### src/rtl/mmul.sv
// mmul: sequential 24x24 mantissa multiplier with normalization.
//
// The operands are captured when enable rises in IDLE. The product is then
// built one multiplier bit per clock (LSB first, 24 steps) and normalized on
// the following edge. A result therefore appears 25 edges after capture,
// whatever the operand values are.
//
// Ports:
//   clk       system clock, rising edge
//   rst_n     asynchronous active-low reset
//   a, b      24-bit mantissas, hidden bit at [23]
//   enable    level request, held high until done is seen
//   mantissa  normalized product mantissa, hidden bit at [23]
//   exponent  two's-complement exponent adjustment (0, 1 or 2)
//   done      result valid, held until enable falls
//
// Build option: define MMUL_ROUND_EN for round-to-nearest-even in the
// normalization step. Without it, the normalization step truncates.
module mmul (
  input  logic        clk,
  input  logic        rst_n,
  input  logic [23:0] a,
  input  logic [23:0] b,
  input  logic        enable,
  output logic [23:0] mantissa,
  output logic [8:0]  exponent,
  output logic        done
);

  typedef enum logic [1:0] {StIdle, StMul, StNorm, StDone} state_e;

  state_e      state_q, state_d;
  logic [23:0] a_q, a_d, b_q, b_d;
  logic [47:0] acc_q, acc_d;
  logic [4:0]  cnt_q, cnt_d;
  logic [23:0] mant_q, mant_d;
  logic [8:0]  exp_q, exp_d;
  logic        done_q, done_d;

  logic [23:0] trunc_mant, norm_mant;
  logic [8:0]  trunc_exp, norm_exp;
`ifdef MMUL_ROUND_EN
  logic        guard, sticky;
  logic [24:0] rounded;
`endif

  // Normalization of the finished product held in the accumulator.
  always_comb begin
    trunc_mant = '0;
    trunc_exp  = '0;
`ifdef MMUL_ROUND_EN
    guard  = 1'b0;
    sticky = 1'b0;
`endif
    if (acc_q[47]) begin
      trunc_mant = acc_q[47:24];
      trunc_exp  = 9'd1;
`ifdef MMUL_ROUND_EN
      guard  = acc_q[23];
      sticky = |acc_q[22:0];
`endif
    end else if (acc_q[46]) begin
      trunc_mant = acc_q[46:23];
`ifdef MMUL_ROUND_EN
      guard  = acc_q[22];
      sticky = |acc_q[21:0];
`endif
    end
`ifdef MMUL_ROUND_EN
    rounded = {1'b0, trunc_mant} + {24'd0, guard & (sticky | trunc_mant[0])};
    if (rounded[24]) begin
      // Rounding overflowed the field: renormalize to 1.0 one binade up.
      norm_mant = 24'h80_0000;
      norm_exp  = trunc_exp + 9'd1;
    end else begin
      norm_mant = rounded[23:0];
      norm_exp  = trunc_exp;
    end
`else
    norm_mant = trunc_mant;
    norm_exp  = trunc_exp;
`endif
  end

  always_comb begin
    state_d = state_q;
    a_d     = a_q;
    b_d     = b_q;
    acc_d   = acc_q;
    cnt_d   = cnt_q;
    mant_d  = mant_q;
    exp_d   = exp_q;
    done_d  = done_q;
    unique case (state_q)
      StIdle: begin
        if (enable) begin
          a_d     = a;
          b_d     = b;
          acc_d   = '0;
          cnt_d   = '0;
          state_d = StMul;
        end
      end
      StMul: begin
        if (!enable) begin
          state_d = StIdle;
        end else begin
          if (b_q[cnt_q]) acc_d = acc_q + ({24'd0, a_q} << cnt_q);
          cnt_d = cnt_q + 5'd1;
          if (cnt_q == 5'd23) state_d = StNorm;
        end
      end
      StNorm: begin
        if (!enable) begin
          state_d = StIdle;
        end else begin
          mant_d  = norm_mant;
          exp_d   = norm_exp;
          done_d  = 1'b1;
          state_d = StDone;
        end
      end
      StDone: begin
        if (!enable) begin
          done_d  = 1'b0;
          state_d = StIdle;
        end
      end
      default: state_d = StIdle;
    endcase
  end

  always_ff @(posedge clk or negedge rst_n) begin
    if (!rst_n) begin
      state_q <= StIdle;
      a_q     <= '0;
      b_q     <= '0;
      acc_q   <= '0;
      cnt_q   <= '0;
      mant_q  <= '0;
      exp_q   <= '0;
      done_q  <= 1'b0;
    end else begin
      state_q <= state_d;
      a_q     <= a_d;
      b_q     <= b_d;
      acc_q   <= acc_d;
      cnt_q   <= cnt_d;
      mant_q  <= mant_d;
      exp_q   <= exp_d;
      done_q  <= done_d;
    end
  end

  assign mantissa = mant_q;
  assign exponent = exp_q;
  assign done     = done_q;

endmodule

### config.mk
export PLATFORM = sky130hd
export DESIGN_NAME = mmul
export DESIGN_NICKNAME = d
export VERILOG_FILES = /design/src/rtl/mmul.sv
export SDC_FILE = /design/constraint.sdc
export NUM_CORES = 1
export LEC_CHECK = 0
export ABC_AREA = 1
export CAP_MARGIN = 5
export CORE_MARGIN = 2
export CORE_UTILIZATION = 52
export DETAILED_ROUTE_END_ITERATION = 8
export HOLD_SLACK_MARGIN = 0.1
export PLACE_DENSITY = 0.69
export SYNTH_ARGS = -nofsm -noshare
export SYNTH_HDL_FRONTEND = slang
export SYNTH_SLANG_ARGS = --single-unit
### constraint.sdc
create_clock -name clk -period 3.2 [get_ports clk]
set_clock_uncertainty 0.05 [all_clocks]
set_input_delay 0.32 -clock clk [delete_from_list [all_inputs] [get_ports clk]]
set_output_delay 0.32 -clock clk [all_outputs]
set_load 0.02 [all_outputs]
==> flow_summary.ini <==
[run_status]
outcome = finished with violations
violations = setup timing

[placement]
dp_hpwl_um = 28900
placed_cells = 2288
placed_cell_area_sq_um = 13300
place_ws_ps = -492
finalWeightedCongestion = 1.05
port_buffers = 76

[grt]
globalRouteOverflowTotal = 0
grt_pass1_wl_um = 60300
grt_max_degree = 64
track_usage = 0.346
grt_pass1_vias = 11869
antenna_found_initial = 0

[route]
ant_nets = 0
drc = 0
wirelength_um = 39000
drt_iter0_drc = 1131
route.detailed.wl_per_inst_um = 16.6
dr.pass1.iters = 5
vias = 12728
viasPerCell = 5.41

[pwr]
share_comb_of_total_power = 0.551
ir_drop_uv = 509
p_seq_frac = 0.225
power.switching_mw = 4.18
finalPower_mw = 9.56
p_per_area_nw_per_um2 = 628
clkPwrFrac = 0.225
switching_share = 0.437
p_int_mw = 5.38
leakage_nw = 7.96

[synthesis]
ys_types = 46
async_reset_ff_frac = 1.00
synth-seq-cells = 129
avgSynthCellArea_sq_um = 6.09
netlist_area_sq_um = 11000
synth_edf_count = 0
syn_inst = 1813
synth_warnings = 0
synth_sequential_area_ratio = 0.292
yosys_most_used_dff = dfrtp_1

[floorplanning]
fp.dieW_um = 150
placeableCoreArea_sq_um = 21000
rows = 53
die_area_sq_um = 22400
io_pins = 85
start_util = 0.527
die_height_um = 150

[worst_setup_path]
r2r_end = acc_q[19]$_DFFE_PN0P_
required_ps = 3530
worst-r2r-setup-slack_ps = -200
critPathKind = flop to flop
worstPathMaxFanout = 6
arrival_ps = 3730
cp-end-kind = flop
start_kind = flop
r2r-start = cnt_q[0]$_DFFE_PN0P_
reg2reg_depth = 21

[finish]
drive_gt1_frac = 0.250
final_cells = 2352
syn_to_final_growth_pct = 37.8
nNetsFinal = 2164
final_area_sq_um = 15200
n_antenna_cell = 0

[sta]
fmax_mhz = 294
maxSlewViolCount = 0
period_minus_slack_ps = 3400
finalCritPeriodShare = 1.06
relSlewSlack = 0.500
rsz0062_at_grt = true
finalHoldViolCount = 0
setup_viol = 33
tightestPinTransition_ps = 749
hold_slack_ps = 348
setup_slack_ps = -201

[cts]
cts_root_buf = clkbuf_16
clk_latency_ps = 450
cts_inserted_buffers = 17
cts_num_sinks = 129
cts.htree.levels = 4
cts_tree = done
cts.clk_slew.worst_paths_ps = 70
clockBufferDepth = 2

[flow_run]
maxCapViolCount = 0

[min_path]
hold_depth = 3
min_to = a_q[13]$_DFFE_PN0P_
min_from = a[13]
hp-class = input port to flop
through the flow:
stage | utilization | setup TNS (ps)
6_report | 0.726 | -3720
5_1_grt | 0.726 | -10660
4_1_cts | 0.694 | -1130
3_5_place_dp | 0.634 | -11010
3_3_place_gp | 0.634 | -11050
2_1_floorplan | - | 0
sequential cells by signal, summed over array words and instances, names as in the netlist:
register	flops
mantissa	24
state_q	2
b_q	24
done	1
a_q	24
acc_q	48
exponent	1
cnt_q	5
power by group through the flow:
stage	clock network (mW)	registers (mW)	logic [mW]
after floorplan	0	2.10	2.49
after global placement	0	2.13	4.15
after detailed placement	0	2.14	4.21
after CTS	2.16	2.12	4.71
after global routing	2.23	2.18	5.72
final	2.15	2.15	5.26
synth_stat cells, types with 2 or more instances:
library cell	count	area, sq um
ha_1	48	601
o21ai_0	108	541
clkbuf_1	31	116
buf_4	14	105
mux2i_1	10	100
a21oi_1	54	270
o22ai_1	7	43.8
nor3_1	7	35.0
nand4_1	12	75.1
buf_2	14	70.1
nand2_2	10	62.6
xor2_1	2	17.5
or2_2	9	56.3
nand2_4	3	33.8
o21bai_1	4	30.0
nand3_1	115	576
inv_2	5	18.8
nand3_2	3	30.0
and2_1	9	56.3
buf_8	2	30.0
o21ai_2	5	43.8
o21ai_1	25	125
dfrtp_1	129	3230
nand2_1	758	2850
a31oi_1	6	37.5
nand3b_1	16	120
inv_1	228	856
buf_6	8	90.1
o21a_1	3	22.5
nor2_1	131	492
inv_4	2	12.5
a22oi_1	21	158
worst max-delay path: stages, from the launching register on:
cell       delay, ps
dfrtp_2          490
inv_4             90
clkbuf_16        170
buf_4            140
o21ai_2          160
nand2_1          110
a31oi_2          170
nand2_1           90
o21ai_2           90
nor2_2            80
ha_1             360
nand2_1           80
nand2_1           70
nand2_1           80
nand2_1          100
nand2_1          100
nand2_2           80
nand3b_1         310
buf_4            220
a21oi_1          110
nand3_1           90
nand2_1          110
layer usage:
metal | global-route usage | share of wire
met3 | 0.0604 | 0.078
met2 | 0.558 | 0.46
met1 | 0.457 | 0.42
met5 | 0 | 0
met4 | 0.151 | 0.043
logic make-up after synthesis:
family | count (synthesis) | synth area share
multiplexers | 10 | 0.00906
AO/OA/AOI/OAI | 238 | 0.121
flip-flops | 129 | 0.292
AND/OR/NAND/NOR | 1077 | 0.400
buffers and inverters | 306 | 0.120
XOR/XNOR | 3 | 0.00238
adder cells (fa/ha/maj) | 49 | 0.0562
other | 1 | 0.000339
worst max path at each step:
| stage | end | depth (start not counted) | slack (ps) | start |
|---|---|---|---|---|
| after floorplan | acc_q[32]$_DFFE_PN0P_ | 23 | 230 | cnt_q[0]$_DFFE_PN0P_ |
| after global placement | acc_q[35]$_DFFE_PN0P_ | 20 | -490 | cnt_q[0]$_DFFE_PN0P_ |
| after detailed placement | acc_q[35]$_DFFE_PN0P_ | 20 | -490 | cnt_q[0]$_DFFE_PN0P_ |
| after CTS | acc_q[47]$_DFFE_PN0P_ | 28 | -110 | cnt_q[0]$_DFFE_PN0P_ |
| after global routing | acc_q[47]$_DFFE_PN0P_ | 26 | -350 | cnt_q[0]$_DFFE_PN0P_ |
| final | acc_q[19]$_DFFE_PN0P_ | 21 | -200 | cnt_q[0]$_DFFE_PN0P_ |
repair_timing:
item,4_1_cts,5_1_grt
pin swaps,18,43
gates resized for setup,165,132
cloned,2,4
setup buffers,11,14
endpoints found under the hold margin,59,0
setup endpoints to repair,37,41
hold buffers,1,0
cells in the final DEF (no fill, tap or decap), drive strengths merged:
cell,instances
or2,10
conb,8
xor2,2
a22oi,21
o21bai,4
xnor2,1
ha,48
o22ai,7
nor4,1
clkdlybuf4s50,75
dfrtp,129
o21a,3
nor2,132
inv,244
nand2,771
o32ai,1
mux2i,10
fa,1
a31oi,6
nor3,8
bufinv,2
a21boi,1
and2,9
a221oi,1
clkinvlp,2
nand4,12
dlygate4sd3,1
o21ai,138
nand3,118
o2111ai,1
clkbuf,20
clkinv,4
buf,215
a21oi,55
nand3b,16
area by class of cell:
| type | count | area (sq um) |
|---|---|---|
| Inverter | 235 | 890 |
| Clock buffer | 17 | 425 |
| Sequential cell | 129 | 3230 |
| Multi-Input combinational cell | 1385 | 7530 |
| Clock inverter | 15 | 209 |
| Fill cell | 1869 | 5730 |
| Timing Repair Buffer | 294 | 2590 |
| Timing Repair inverter | 2 | 12.5 |
| Tap cell | 275 | 344 |
(Power assumes the default switching activity.)
